===== config.mk =====
export PLATFORM = sky130hd
export DESIGN_NAME = lcd_cmd_decoder_flat
export DESIGN_NICKNAME = d
export VERILOG_FILES = /design/src/rtl/lcd_pkg.sv /design/src/rtl/lcd_cmd_decoder_if.sv /design/src/rtl/lcd_window_cursor.sv /design/src/rtl/lcd_cmd_decoder.sv /design/src/flat_wrapper.sv
export SDC_FILE = /design/constraint.sdc
export NUM_CORES = 1
export LEC_CHECK = 0
export CORE_ASPECT_RATIO = 0.5
export CORE_UTILIZATION = 35
export DETAILED_ROUTE_END_ITERATION = 12
export GPL_ROUTABILITY_DRIVEN = 0
export PLACE_DENSITY_LB_ADDON = 0.2
export SYNTH_ARGS = -nofsm -noshare
export SYNTH_HDL_FRONTEND = slang
export SYNTH_SLANG_ARGS = --single-unit

===== constraint.sdc =====
create_clock -name clk -period 3.3 [get_ports clk]
set_clock_uncertainty 0.1 [all_clocks]
set_input_delay 0.66 -clock clk [delete_from_list [all_inputs] [get_ports clk]]
set_output_delay 0.66 -clock clk [all_outputs]
set_load 0.05 [all_outputs]

===== src/rtl/lcd_pkg.sv =====
// Shared opcodes, decoder state encoding and pixel type for the LCD command decoder.
package lcd_pkg;

  localparam logic [7:0] CMD_NOP     = 8'h00;
  localparam logic [7:0] CMD_SWRESET = 8'h01;
  localparam logic [7:0] CMD_SLPOUT  = 8'h11;
  localparam logic [7:0] CMD_DISPOFF = 8'h28;
  localparam logic [7:0] CMD_DISPON  = 8'h29;
  localparam logic [7:0] CMD_CASET   = 8'h2A;
  localparam logic [7:0] CMD_PASET   = 8'h2B;
  localparam logic [7:0] CMD_RAMWR   = 8'h2C;

  typedef enum logic [3:0] {
    ST_IDLE,
    ST_CASET_P0, ST_CASET_P1, ST_CASET_P2, ST_CASET_P3,
    ST_PASET_P0, ST_PASET_P1, ST_PASET_P2, ST_PASET_P3,
    ST_RAM_B0, ST_RAM_B1,
    ST_SKIP
  } dec_state_t;

  typedef struct packed {
    logic [4:0] r;
    logic [5:0] g;
    logic [4:0] b;
  } rgb565_t;

  // Assemble an RGB565 word from the two RAMWR bytes in arrival order.
  function automatic rgb565_t pack_pixel(input logic [7:0] first, input logic [7:0] second,
                                         input bit lo_first);
    return lo_first ? rgb565_t'({second, first}) : rgb565_t'({first, second});
  endfunction

endpackage


===== src/rtl/lcd_cmd_decoder_if.sv =====
// Byte bus from the pixel engine: strobe, data/command select and the byte itself.
interface lcd_cmd_decoder_if;
  logic       wr_stb;
  logic       dcx;
  logic [7:0] d;

  modport master (output wr_stb, dcx, d);
  modport slave  (input  wr_stb, dcx, d);
endinterface


===== src/rtl/lcd_window_cursor.sv =====
// Write cursor inside the column/page window: load to window origin, step in raster order with wrap.
module lcd_window_cursor (
  input  logic        clk,
  input  logic        nrst,
  input  logic        load_i,
  input  logic        step_i,
  input  logic [15:0] col_start_i,
  input  logic [15:0] col_end_i,
  input  logic [15:0] page_start_i,
  input  logic [15:0] page_end_i,
  output logic [15:0] x_o,
  output logic [15:0] y_o
);

  logic [15:0] x_q, x_d;
  logic [15:0] y_q, y_d;

  // Next cursor: load wins over step; end of row returns to start column, end of window wraps.
  always_comb begin
    x_d = x_q;
    y_d = y_q;
    if (load_i) begin
      x_d = col_start_i;
      y_d = page_start_i;
    end else if (step_i) begin
      if (x_q == col_end_i) begin
        x_d = col_start_i;
        y_d = (y_q == page_end_i) ? page_start_i : y_q + 16'd1;
      end else begin
        x_d = x_q + 16'd1;
      end
    end
  end

  // Cursor registers.
  always_ff @(posedge clk or negedge nrst) begin
    if (!nrst) begin
      x_q <= '0;
      y_q <= '0;
    end else begin
      x_q <= x_d;
      y_q <= y_d;
    end
  end

  assign x_o = x_q;
  assign y_o = y_q;

endmodule


===== src/rtl/lcd_cmd_decoder.sv =====
// Display-side decoder for the D/dcx LCD command stream: tracks flags and window, emits pixels.
// Optional build macro LCD_DEC_STATS_EN adds saturating pix_count/cmd_count outputs.
module lcd_cmd_decoder
  import lcd_pkg::*;
#(
  parameter int MAX_COL  = 320,
  parameter int MAX_ROW  = 240,
  parameter bit LO_FIRST = 1'b1
) (
  input  logic                 clk,
  input  logic                 nrst,
  lcd_cmd_decoder_if.slave     bus,
  output logic                 disp_on,
  output logic                 sleep_out,
  output logic [15:0]          col_start,
  output logic [15:0]          col_end,
  output logic [15:0]          page_start,
  output logic [15:0]          page_end,
  output logic                 pix_valid,
  output logic [15:0]          pix_x,
  output logic [15:0]          pix_y,
  output logic [15:0]          pix_color,
  output logic                 unknown_cmd,
  output logic                 protocol_err
`ifdef LCD_DEC_STATS_EN
  ,
  output logic [31:0]          pix_count,
  output logic [15:0]          cmd_count
`endif
);

  localparam logic [15:0] COL_LAST = 16'(MAX_COL - 1);
  localparam logic [15:0] ROW_LAST = 16'(MAX_ROW - 1);

  dec_state_t  state_q, state_d;
  logic        disp_q, disp_d;
  logic        sleep_q, sleep_d;
  logic [15:0] cs_q, cs_d, ce_q, ce_d;
  logic [15:0] ps_q, ps_d, pe_q, pe_d;
  logic        pv_q, pv_d;
  logic [15:0] px_q, px_d, py_q, py_d;
  rgb565_t     pc_q, pc_d;
  logic        unk_q, unk_d;
  logic        perr_q, perr_d;
  logic [23:0] par_q, par_d;   // first three CASET/PASET bytes, oldest in the top byte
  logic [7:0]  lat_q, lat_d;   // first byte of the pixel in flight
  logic        cur_load, cur_step, swreset;
  logic [15:0] cur_x, cur_y;
  logic [15:0] new_start, new_end;

  assign new_start = par_q[23:8];
  assign new_end   = {par_q[7:0], bus.d};

  lcd_window_cursor u_cursor (
    .clk          (clk),
    .nrst         (nrst),
    .load_i       (cur_load),
    .step_i       (cur_step),
    .col_start_i  (cs_q),
    .col_end_i    (ce_q),
    .page_start_i (ps_q),
    .page_end_i   (pe_q),
    .x_o          (cur_x),
    .y_o          (cur_y)
  );

  // Decode one strobed byte: commands restart the sequence from any state, data follows the state.
  always_comb begin
    state_d  = state_q;
    disp_d   = disp_q;
    sleep_d  = sleep_q;
    cs_d     = cs_q;
    ce_d     = ce_q;
    ps_d     = ps_q;
    pe_d     = pe_q;
    pv_d     = 1'b0;
    px_d     = px_q;
    py_d     = py_q;
    pc_d     = pc_q;
    unk_d    = 1'b0;
    perr_d   = 1'b0;
    par_d    = par_q;
    lat_d    = lat_q;
    cur_load = 1'b0;
    cur_step = 1'b0;
    swreset  = 1'b0;
    if (bus.wr_stb) begin
      if (!bus.dcx) begin
        state_d = ST_IDLE;
        case (bus.d)
          CMD_NOP: ;
          CMD_SWRESET: begin
            swreset = 1'b1;
            disp_d  = 1'b0;
            sleep_d = 1'b0;
            cs_d    = '0;
            ce_d    = COL_LAST;
            ps_d    = '0;
            pe_d    = ROW_LAST;
          end
          CMD_SLPOUT:  sleep_d = 1'b1;
          CMD_DISPOFF: disp_d  = 1'b0;
          CMD_DISPON:  disp_d  = 1'b1;
          CMD_CASET:   state_d = ST_CASET_P0;
          CMD_PASET:   state_d = ST_PASET_P0;
          CMD_RAMWR: begin
            cur_load = 1'b1;
            state_d  = ST_RAM_B0;
          end
          default: begin
            unk_d   = 1'b1;
            state_d = ST_SKIP;
          end
        endcase
      end else begin
        case (state_q)
          ST_IDLE: perr_d = 1'b1;
          ST_CASET_P0: begin par_d[23:16] = bus.d; state_d = ST_CASET_P1; end
          ST_CASET_P1: begin par_d[15:8]  = bus.d; state_d = ST_CASET_P2; end
          ST_CASET_P2: begin par_d[7:0]   = bus.d; state_d = ST_CASET_P3; end
          ST_CASET_P3: begin
            if (new_start > new_end) perr_d = 1'b1;
            else begin
              cs_d = new_start;
              ce_d = new_end;
            end
            state_d = ST_IDLE;
          end
          ST_PASET_P0: begin par_d[23:16] = bus.d; state_d = ST_PASET_P1; end
          ST_PASET_P1: begin par_d[15:8]  = bus.d; state_d = ST_PASET_P2; end
          ST_PASET_P2: begin par_d[7:0]   = bus.d; state_d = ST_PASET_P3; end
          ST_PASET_P3: begin
            if (new_start > new_end) perr_d = 1'b1;
            else begin
              ps_d = new_start;
              pe_d = new_end;
            end
            state_d = ST_IDLE;
          end
          ST_RAM_B0: begin
            lat_d   = bus.d;
            state_d = ST_RAM_B1;
          end
          ST_RAM_B1: begin
            pv_d     = 1'b1;
            px_d     = cur_x;
            py_d     = cur_y;
            pc_d     = pack_pixel(lat_q, bus.d, LO_FIRST);
            cur_step = 1'b1;
            state_d  = ST_RAM_B0;
          end
          default: ;  // SKIP: parameters of an unsupported opcode are swallowed
        endcase
      end
    end
  end

  // Decoder state and all registered outputs.
  always_ff @(posedge clk or negedge nrst) begin
    if (!nrst) begin
      state_q <= ST_IDLE;
      disp_q  <= 1'b0;
      sleep_q <= 1'b0;
      cs_q    <= '0;
      ce_q    <= COL_LAST;
      ps_q    <= '0;
      pe_q    <= ROW_LAST;
      pv_q    <= 1'b0;
      px_q    <= '0;
      py_q    <= '0;
      pc_q    <= '0;
      unk_q   <= 1'b0;
      perr_q  <= 1'b0;
      par_q   <= '0;
      lat_q   <= '0;
    end else begin
      state_q <= state_d;
      disp_q  <= disp_d;
      sleep_q <= sleep_d;
      cs_q    <= cs_d;
      ce_q    <= ce_d;
      ps_q    <= ps_d;
      pe_q    <= pe_d;
      pv_q    <= pv_d;
      px_q    <= px_d;
      py_q    <= py_d;
      pc_q    <= pc_d;
      unk_q   <= unk_d;
      perr_q  <= perr_d;
      par_q   <= par_d;
      lat_q   <= lat_d;
    end
  end

`ifdef LCD_DEC_STATS_EN
  logic [31:0] pcnt_q;
  logic [15:0] ccnt_q;

  // Saturating activity counters; SWRESET clears them like a reset.
  always_ff @(posedge clk or negedge nrst) begin
    if (!nrst) begin
      pcnt_q <= '0;
      ccnt_q <= '0;
    end else if (swreset) begin
      pcnt_q <= '0;
      ccnt_q <= '0;
    end else begin
      if (pv_d && pcnt_q != '1) pcnt_q <= pcnt_q + 32'd1;
      if (bus.wr_stb && !bus.dcx && ccnt_q != '1) ccnt_q <= ccnt_q + 16'd1;
    end
  end

  assign pix_count = pcnt_q;
  assign cmd_count = ccnt_q;
`endif

  assign disp_on      = disp_q;
  assign sleep_out    = sleep_q;
  assign col_start    = cs_q;
  assign col_end      = ce_q;
  assign page_start   = ps_q;
  assign page_end     = pe_q;
  assign pix_valid    = pv_q;
  assign pix_x        = px_q;
  assign pix_y        = py_q;
  assign pix_color    = pc_q;
  assign unknown_cmd  = unk_q;
  assign protocol_err = perr_q;

endmodule


===== src/flat_wrapper.sv =====
// flat-port wrapper written by rule: the top's interface ports become plain ports
module lcd_cmd_decoder_flat import lcd_pkg::*;
#(
  parameter int MAX_COL  = 320,
  parameter int MAX_ROW  = 240,
  parameter bit LO_FIRST = 1'b1
)
  (clk, nrst, disp_on, sleep_out, col_start, col_end, page_start, page_end, pix_valid, pix_x, pix_y, pix_color, unknown_cmd, protocol_err, bus_wr_stb, bus_dcx, bus_d);
  lcd_cmd_decoder_if bus_i ();
  input  logic clk;
  input  logic nrst;
  output logic disp_on;
  output logic sleep_out;
  output logic [15:0] col_start;
  output logic [15:0] col_end;
  output logic [15:0] page_start;
  output logic [15:0] page_end;
  output logic pix_valid;
  output logic [15:0] pix_x;
  output logic [15:0] pix_y;
  output logic [15:0] pix_color;
  output logic unknown_cmd;
  output logic protocol_err;
  input wire logic [$bits(bus_i.wr_stb)-1:0] bus_wr_stb;
  input wire logic [$bits(bus_i.dcx)-1:0] bus_dcx;
  input wire logic [$bits(bus_i.d)-1:0] bus_d;
  assign bus_i.wr_stb = bus_wr_stb;
  assign bus_i.dcx = bus_dcx;
  assign bus_i.d = bus_d;
  lcd_cmd_decoder #(.MAX_COL(MAX_COL), .MAX_ROW(MAX_ROW), .LO_FIRST(LO_FIRST)) u_core (.clk(clk), .nrst(nrst), .bus(bus_i), .disp_on(disp_on), .sleep_out(sleep_out), .col_start(col_start), .col_end(col_end), .page_start(page_start), .page_end(page_end), .pix_valid(pix_valid), .pix_x(pix_x), .pix_y(pix_y), .pix_color(pix_color), .unknown_cmd(unknown_cmd), .protocol_err(protocol_err));
endmodule

# After elaboration in Yosys (flattened, before gate mapping)
# Index checks and enable logic that the tools add are counted.
op_classes:
  add_sub_neg: 2
  magnitude_cmp: 1
  eq_ne: 23
  mux: 38
  bitwise_logic: 1
  n_reduce_logical: 25
op_table:
  columns: ["cell", "n"]
  rows:
  - ["two-way mux 16 bit", 20]
  - ["== test 8 x 6 -> 1 bit, second input constant", 5]
  - ["one-hot mux 4 bit (9 select lines)", 1]
  - ["adder 16 x 1 -> 16 bit, second input constant", 2]
  - ["== test 16 bit", 2]
  - ["AND reduction 3 bit", 7]
  - ["== test 4 x 3 -> 1 bit, second input constant", 4]
  - ["greater-than comparator 16 bit", 1]
  - ["one-hot mux 4 bit (4 select lines)", 1]
  - ["== test 4 bit, second input constant", 3]
  - ["two-way mux 1 bit", 12]
  - ["inequality test 10 x 2 -> 1 bit, second input constant", 1]
  - ["nonzero test 2 bit", 5]
  - ["OR reduction 2 bit", 5]
  - ["== test 4 x 2 -> 1 bit, second input constant", 2]
  - ["== test 8 x 1 -> 1 bit, second input constant", 1]
  - ["== test 8 x 5 -> 1 bit, second input constant", 1]
  - ["logical NOT 8 bit", 1]
  - ["AND reduction 4 bit", 2]
  - ["OR reduction 8 bit", 1]
  - ["one-hot mux 1 bit (2 select lines)", 3]
  - ["OR reduction 5 bit", 1]
  - ["== test 4 x 1 -> 1 bit, second input constant", 1]
  - ["logical NOT 4 bit", 1]
  - ["5 further kinds", 7]
totals:
  ff_bits: 185
  word_cells: 111

# Longest topological paths before layout
# Gate-level depths: netlist (run 1).
logic_depth:
  word_depth: 6
  ltp_mapped: 11
  depth_no_buf: 8

# Hierarchy
# A second synthesis (run 1) with hierarchy kept.
hier_totals:
  cells_unflattened: 758
  area_unflattened_um2: 8724.6
modules_own_cells:
  columns: ["module", "instances", "cells_each", "area_per_inst_um2", "seq_area_each_um2"]
  rows:
  - ["lcd_cmd_decoder", 1, 462, 6281.0, 3846.2]
  - ["lcd_window_cursor", 1, 296, 2443.6, 800.8]

# Worst setup path after synthesis (run 1)
# Ideal clock, no wire load.
synth_path:
  kind: "input port to flip-flop"
  from: "input bus_d[4]"
  to: "register u_core.ps_q[11], in the netlist u_core.page_start[11]"
  arrival_ns: 2.892
  setup_slack_ns: 0.182
  cell_stages: 10
  path_buffers: 3
  path_cell_list: "clkbuf_1 -> inv_1 -> ha_1 -> nand2_1 -> or4_1 -> o221a_1 -> or2_1 -> buf_6 -> buf_6 -> a221o_1"
synth_between:
  elab_chain_cells: 3
  word_cells_on_any_way: 5
synth_lines:
  columns: ["element", "line_no", "text"]
  rows:
  - ["start, declared", "flat_wrapper.sv:26", "input wire logic [$bits(bus_i.d)-1:0] bus_d;"]
  - ["greater-than comparator 16 bit / == test 8 x 1 -> 1 bit (equally long branches)", null, null]
  - ["inequality test 2 bit (no source line) / nonzero test 2 bit (equally long branches)", null, null]
  - ["AND reduction 4 bit (no source line) *", null, null]
  - ["end signal, assigned", "lcd_cmd_decoder.sv:182", "ps_q <= ps_d;"]
  - ["end, declared", "lcd_cmd_decoder.sv:39", "logic [15:0] ps_q, ps_d, pe_q, pe_d;"]
# Mark *: on every way between the ends. The rest lies on a longest branch, timed or not.
# A chain may end at the register's enable or synchronous reset.

# Worst setup path after layout (run 1)
layout_path:
  from: "input bus_d[7]"
  to: "register u_core.ps_q[1], in the netlist u_core.page_start[1]"
# The elaborated chain is that of the path after synthesis.

==> results.sh, run 1 <==
export IMPL_reg2reg_slack_ns=0.39
export IMPL_hpwl_mm=22.6
export IMPL_yosysWarnings=0
export IMPL_syn_area_per_cell_um2=9.21
export IMPL_post_cts_buffers=0
export IMPL_ios=129
export IMPL_dieWidth_um=237
export IMPL_synth_area_leaders="dfrtp_1 44%, nand2_1 9.5%, a221o_1 5.1%"
export IMPL_routed_wl_mm=31.7
export IMPL_worstPathMaxFanout=34
export IMPL_reg2reg_to="u_core.page_start[1]$_DFFE_PN0P_"
export IMPL_cts_root_buf="clkbuf_16"
export IMPL_p_per_area_nw_per_um2=979
export IMPL_port_buffers=128
export IMPL_critPathBufInv=3
export IMPL_crit_path_end_kind="flip-flop"
export IMPL_first_pass_iters=5
export IMPL_grt_setup_unrepaired="false"
export IMPL_via_per_inst=5.53
export IMPL_drc_errors=0
export IMPL_coreArea_um2=26700
export IMPL_crit_family="simple AND/OR/NAND/NOR gates"
export IMPL_synthArstFlopShare=1.00
export IMPL_yosysTopAreaCellShare=0.444
export IMPL_critPathKind="in -> reg"
export IMPL_cts_num_sinks=185
export IMPL_clk_pin_slew_worst_paths_ns=0.07
export IMPL_place_area_um2=11600
export IMPL_nets=1199
export IMPL_numCtsBuffers=17
export IMPL_rr_worst_depth=8
export IMPL_path_cells="clkdlybuf4s50_1 -> inv_1 -> ha_1 -> nand2_1 -> or4_1 -> o221a_2 -> or2_2 -> buf_12 -> a221o_1"
export IMPL_ys_types=58
export IMPL_synthToLayoutAreaGrowth_pct=26.5
export IMPL_cp_slowest_stage_delay_ns=0.55
export IMPL_grt_overflow=0
export IMPL_yosysSeqAreaShare=0.482
export IMPL_cp_required_ns=3.54
export IMPL_ys_ff_latch=185
export IMPL_ys_top_cells_by_count="243 x nand2_1, 171 x dfrtp_1, 72 x nor2_1"
export IMPL_synth_area_um2=9640
export IMPL_final_seq_area_um2=4650
export IMPL_stdcell_count=1534
export IMPL_dr_total_vias=8481
export IMPL_postLayoutSetupSlackWorst_ns=0.172
export IMPL_synth_top_cell_by_area="dfrtp_1"
export IMPL_multi_input_area_um2=4550
export IMPL_grt_pass1_wl_mm=49.1
export IMPL_cp_arrival_ns=3.37
export IMPL_h_tree_depth=4
export IMPL_power_leakage_nw=5.34
export IMPL_hold_violations=0
export IMPL_hold_buffers=0
export IMPL_min_period_over_period=0.948
export IMPL_grt_pass1_vias=8166
export IMPL_setup_violations=0
export IMPL_wl_per_cell_um=20.6
export IMPL_slew_headroom=0.299
export IMPL_r2r_start="u_core.par_q[3]$_DFFE_PN0P_"
export IMPL_clock_latency_ns=0.46
export IMPL_dieArea_um2=28200
export IMPL_final_core_utilization=0.456
export IMPL_synth_edf_count=0
export IMPL_drive_above_1_share=0.116
export IMPL_status="completed"
export IMPL_pre_cts_ws_ns=-0.306
export IMPL_finalMaxSlewViolations=0
export IMPL_fmax_ghz=0.320
export IMPL_finalInstanceArea_um2=12200
export IMPL_synth_most_common_cell="nand2_1"
export IMPL_cts_tree="built"
export IMPL_row_count=42
export IMPL_clockBufferDepth=2
export IMPL_critPathSlowestCell="or4_1"
export IMPL_drtAntennaViolNets=0
export IMPL_cts_resized=0
export IMPL_drt_initial_drc_count=846
export IMPL_crit_path_start_kind="primary input"
export IMPL_worst_pin_slew_ns=1.05
export IMPL_synth_nets=1076
export IMPL_yosys_most_used_dff="dfrtp_1"
export IMPL_cp_num_cells=9
export IMPL_peakVddDrop_uv=451
export IMPL_grt_usage=0.230
export IMPL_placedCellCount=1502
export IMPL_min_period_ns=3.13
export IMPL_grt_max_degree=106
export IMPL_diodes=0
export IMPL_dieHeight_um=119
export IMPL_hp_class="in -> async"
export IMPL_synth_cells=1046
export IMPL_antenna_found_initial=0
export IMPL_initial_core_util=0.360
export IMPL_drv_cap=0
export IMPL_fillCellCount=2538
-- where the power goes --
part	switching, mW	internal, mW
clock	0.945	1.31
sequential	0.986	3.02
combinational	3.61	2.07
-- cell usage in the layout, fill, tap and decap left out, drive strengths merged, types with 13 or more instances in the layout --
| cell | instances |
|---|---|
| nand3 | 20 |
| xor2 | 36 |
| nor4b | 16 |
| o21ai | 57 |
| nor2 | 72 |
| buf | 51 |
| clkbuf | 22 |
| dfstp | 14 |
| nor3 | 58 |
| ha | 18 |
| mux2 | 26 |
| mux2i | 14 |
| nand2 | 243 |
| dfrtp | 171 |
| a21oi | 14 |
| nor4 | 13 |
| inv | 33 |
| clkdlybuf4s50 | 126 |
| a221o | 49 |
-- registers in the layout (all words and copies together), names as in the netlist, 16 cells and up --
signal and flops:
u_core.pix_y 16, u_core.u_cursor.x_o 16, u_core.u_cursor.y_o 16, u_core.pix_color 16, u_core.page_start 16, u_core.col_end 16
u_core.col_start 16, u_core.par_q 24, u_core.page_end 16, u_core.pix_x 16
-- per-stage QoR --
stage	TNS (ns)	hold slack (ns)	power [mW]
final	0	0.139	11.9
after global routing	0	0.189	12.6
after global placement	-14.51	0.349	9.59
after floorplan	0	0.264	7.69
after CTS	0	0.156	12.0
after detailed placement	-16.33	0.356	9.69
-- layer usage --
metal,routed length (µm),GRT usage,vias up
met4,792,0.0860,0
met1,15100,0.342,4190
met2,13500,0.325,308
li1,-,-,3932
met3,2250,0.0473,51
met5,0,0,-
-- cell families (layout without fill, tap and decap cells) --
| kind of cell | count (synthesis) | in the layout | synth area share |
|---|---|---|---|
| flip-flops | 185 | 185 | 0.482 |
| XOR/XNOR | 42 | 42 | 0.0382 |
| adder cells (fa/ha/maj) | 18 | 18 | 0.0234 |
| multiplexers | 40 | 40 | 0.0449 |
| buffers and inverters | 108 | 244 | 0.0488 |
| AND/OR/NAND/NOR | 468 | 468 | 0.221 |
| AO/OA/AOI/OAI | 185 | 185 | 0.141 |
-- cell type report --
cell class | instances | share of cell area
inverters | 34 | 0.0105
clock inverters | 11 | 0.0141
multi-input cells | 753 | 0.373
well taps | 352 | 0.0361
repair buffers | 178 | 0.147
flip-flops and latches | 185 | 0.381
clock buffers | 21 | 0.0378
-- worst max path at each step --
stage	start	to	slack, ns
global placement	bus_d[7]	u_core.page_start[2]$_DFFE_PN0P_	-0.27
CTS	bus_d[7]	u_core.page_start[1]$_DFFE_PN0P_	0.19
floorplan	bus_d[4]	u_core.page_start[11]$_DFFE_PN0P_	0.18
detailed placement	bus_d[7]	u_core.page_start[1]$_DFFE_PN0P_	-0.31
finish	bus_d[7]	u_core.page_start[1]$_DFFE_PN0P_	0.17
global route	bus_d[7]	u_core.page_start[1]$_DFFE_PN0P_	0.08
(Power assumes the default switching activity.)
==> run 2, diff against run 1 <==
--- a/config.mk
+++ b/config.mk
@@ -8,6 +8,7 @@
 export CORE_ASPECT_RATIO = 0.5
 export CORE_UTILIZATION = 35
 export DETAILED_ROUTE_END_ITERATION = 12
+export DONT_BUFFER_PORTS = 1
 export GPL_ROUTABILITY_DRIVEN = 0
 export PLACE_DENSITY_LB_ADDON = 0.2
 export SYNTH_ARGS = -nofsm -noshare
==> run 2 against run 1 <==
Effect of this change: combinational power down 40%; critical endpoint is now u_core.page_end[0]$_DFFE_PN1P_; critical path type is now reg -> reg; fmax is 8.1% higher; sequential power is 35% higher; routed wire length up 0.97%; the run now ends with negative hold slack left; final cell count decreased by 8.8%.
==> results.sh, run 2 (synthesis gave the netlist of run 1 again) <==
export IMPL_min_period_ns=2.89
export IMPL_fillCellCount=2600
export IMPL_cts_num_sinks=185
export IMPL_hpwl_mm=22.5
export IMPL_layout_common_cells="243 x nand2_1, 171 x dfrtp_1, 71 x nor2_1, 56 x nor3_1, 54 x o21ai_0"
export IMPL_hold_violations=171
export IMPL_slew_headroom=0.240
export IMPL_critPathBufInv=2
export IMPL_peakVddDrop_uv=478
export IMPL_worst_pin_slew_ns=1.14
export IMPL_critPathKind="reg -> reg"
export IMPL_drt_initial_drc_count=1098
export IMPL_first_pass_iters=5
export IMPL_antenna_found_initial=0
export IMPL_min_period_over_period=0.877
export IMPL_cp_required_ns=3.57
export IMPL_crit_family="simple AND/OR/NAND/NOR gates"
export IMPL_cp_common_cell="o221a_2"
export IMPL_cp_arrival_ns=3.16
export IMPL_crit_path_end_kind="flip-flop"
export IMPL_regMostFlops="u_core.par_q"
export IMPL_synthToLayoutAreaGrowth_pct=11.8
export IMPL_hp_class="in -> async"
export IMPL_finalSetupTns_ns=0
export IMPL_grt_max_degree=186
export IMPL_grt_overflow=0
export IMPL_cts_resized=0
export IMPL_cts_root_buf="clkbuf_16"
export IMPL_path_cells="inv_1 -> ha_1 -> nand4_1 -> or4_1 -> o221a_2 -> buf_4 -> or4b_2 -> o221a_2"
export IMPL_status="finished with violations"
export IMPL_via_per_inst=5.73
export IMPL_dr_total_vias=8022
export IMPL_cts_tree="built"
export IMPL_reg2reg_to="u_core.page_end[0]$_DFFE_PN1P_"
export IMPL_power_leakage_nw=4.81
export IMPL_row_count=42
export IMPL_grt_usage=0.231
export IMPL_nets=1064
export IMPL_grt_pass1_vias=7445
export IMPL_post_cts_buffers=0
export IMPL_drc_errors=0
export IMPL_dieWidth_um=237
export IMPL_r2r_start="u_core.par_q[0]$_DFFE_PN0P_"
export IMPL_final_core_utilization=0.403
export IMPL_placedCellCount=1367
export IMPL_violations="negative hold slack"
export IMPL_clk_pin_slew_worst_paths_ns=0.07
export IMPL_cp_slowest_stage_delay_ns=0.64
export IMPL_h_tree_depth=4
export IMPL_p_sw_mw=5.39
export IMPL_grt_setup_unrepaired="false"
export IMPL_clock_latency_ns=0.45
export IMPL_p_comb_frac=0.309
export IMPL_ios=129
export IMPL_drtAntennaViolNets=0
export IMPL_rr_worst_depth=8
export IMPL_finalMaxSlewViolations=0
export IMPL_drv_cap=0
export IMPL_stdcell_count=1399
export IMPL_coreArea_um2=26700
export IMPL_port_buffers=0
export IMPL_clockBufferDepth=2
export IMPL_swShare=0.489
export IMPL_power_frac_clock=0.199
export IMPL_diodes=0
export IMPL_p_per_area_nw_per_um2=1020
export IMPL_worstPathMaxFanout=18
export IMPL_drive_above_1_share=0.119
export IMPL_intPower_mw=5.63
export IMPL_largest_register_ffs=24
export IMPL_critPathSlowestCell="or4b_2"
export IMPL_reg2reg_slack_ns=0.41
export IMPL_grt_pass1_wl_mm=48.7
export IMPL_setup_violations=0
export IMPL_dieArea_um2=28200
export IMPL_crit_path_start_kind="flip-flop"
export IMPL_routed_wl_mm=32.0
export IMPL_dieHeight_um=119
export IMPL_initial_core_util=0.360
export IMPL_numCtsBuffers=17
export IMPL_mostFrequentLayoutCell="nand2_1"
export IMPL_finalPower_mw=11.0
export IMPL_wl_per_cell_um=22.8
export IMPL_p_seq_frac=0.492
export IMPL_whs_ns=-0.178
export IMPL_fmax_ghz=0.346
run 2: final cells by class:
class                           instances  area (µm²)  area share
Sequential cell                       185        4650       0.431
Multi-Input combinational cell        753        4550       0.423
Clock buffer                           23         458      0.0425
Tap cell                              352         440      0.0409
Timing Repair Buffer                   43         398      0.0369
Clock inverter                          9         148      0.0137
Inverter                               34         128      0.0118
run 2: power groups by stage:
stage | registers, mW | logic, mW | clock network (mW)
6_report | 5.41 | 3.40 | 2.19
3_3_place_gp | 5.43 | 3.31 | 0
5_1_grt | 5.49 | 3.74 | 2.32
4_1_cts | 5.40 | 3.39 | 2.23
2_1_floorplan | 5.21 | 2.47 | 0
3_5_place_dp | 5.45 | 3.36 | 0
run 2: worst max-delay path by stage:
stage | startpoint | cells after the start | slack (ns) | end
after detailed placement | bus_d[7] | 8 | 0.16 | u_core.col_start[10]$_DFFE_PN0P_
after global placement | bus_d[7] | 8 | 0.21 | u_core.page_end[0]$_DFFE_PN1P_
final | u_core.par_q[0]$_DFFE_PN0P_ | 8 | 0.41 | u_core.page_end[0]$_DFFE_PN1P_
after floorplan | bus_d[4] | 10 | 0.18 | u_core.page_start[11]$_DFFE_PN0P_
after global routing | u_core.par_q[2]$_DFFE_PN0P_ | 8 | 0.30 | u_core.col_end[10]$_DFFE_PN0P_
after CTS | u_core.par_q[19]$_DFFE_PN0P_ | 7 | 0.42 | u_core.col_start[10]$_DFFE_PN0P_
run 2: metal layers:
layer,up-vias,routed length [µm],share of wire,global-route usage
li1,3679,-,-,-
met1,4058,15500,0.48,0.347
met2,255,13900,0.43,0.332
met3,30,2050,0.064,0.0413
met4,0,527,0.016,0.0722
met5,-,0,0,0
run 2: stage by stage:
step	setup WS (ns)	cell area, µm²
3_3_place_gp	0.211	10200
5_1_grt	0.301	10800
3_5_place_dp	0.164	10200
2_1_floorplan	0.182	9640
4_1_cts	0.421	10800
6_report	0.407	10800
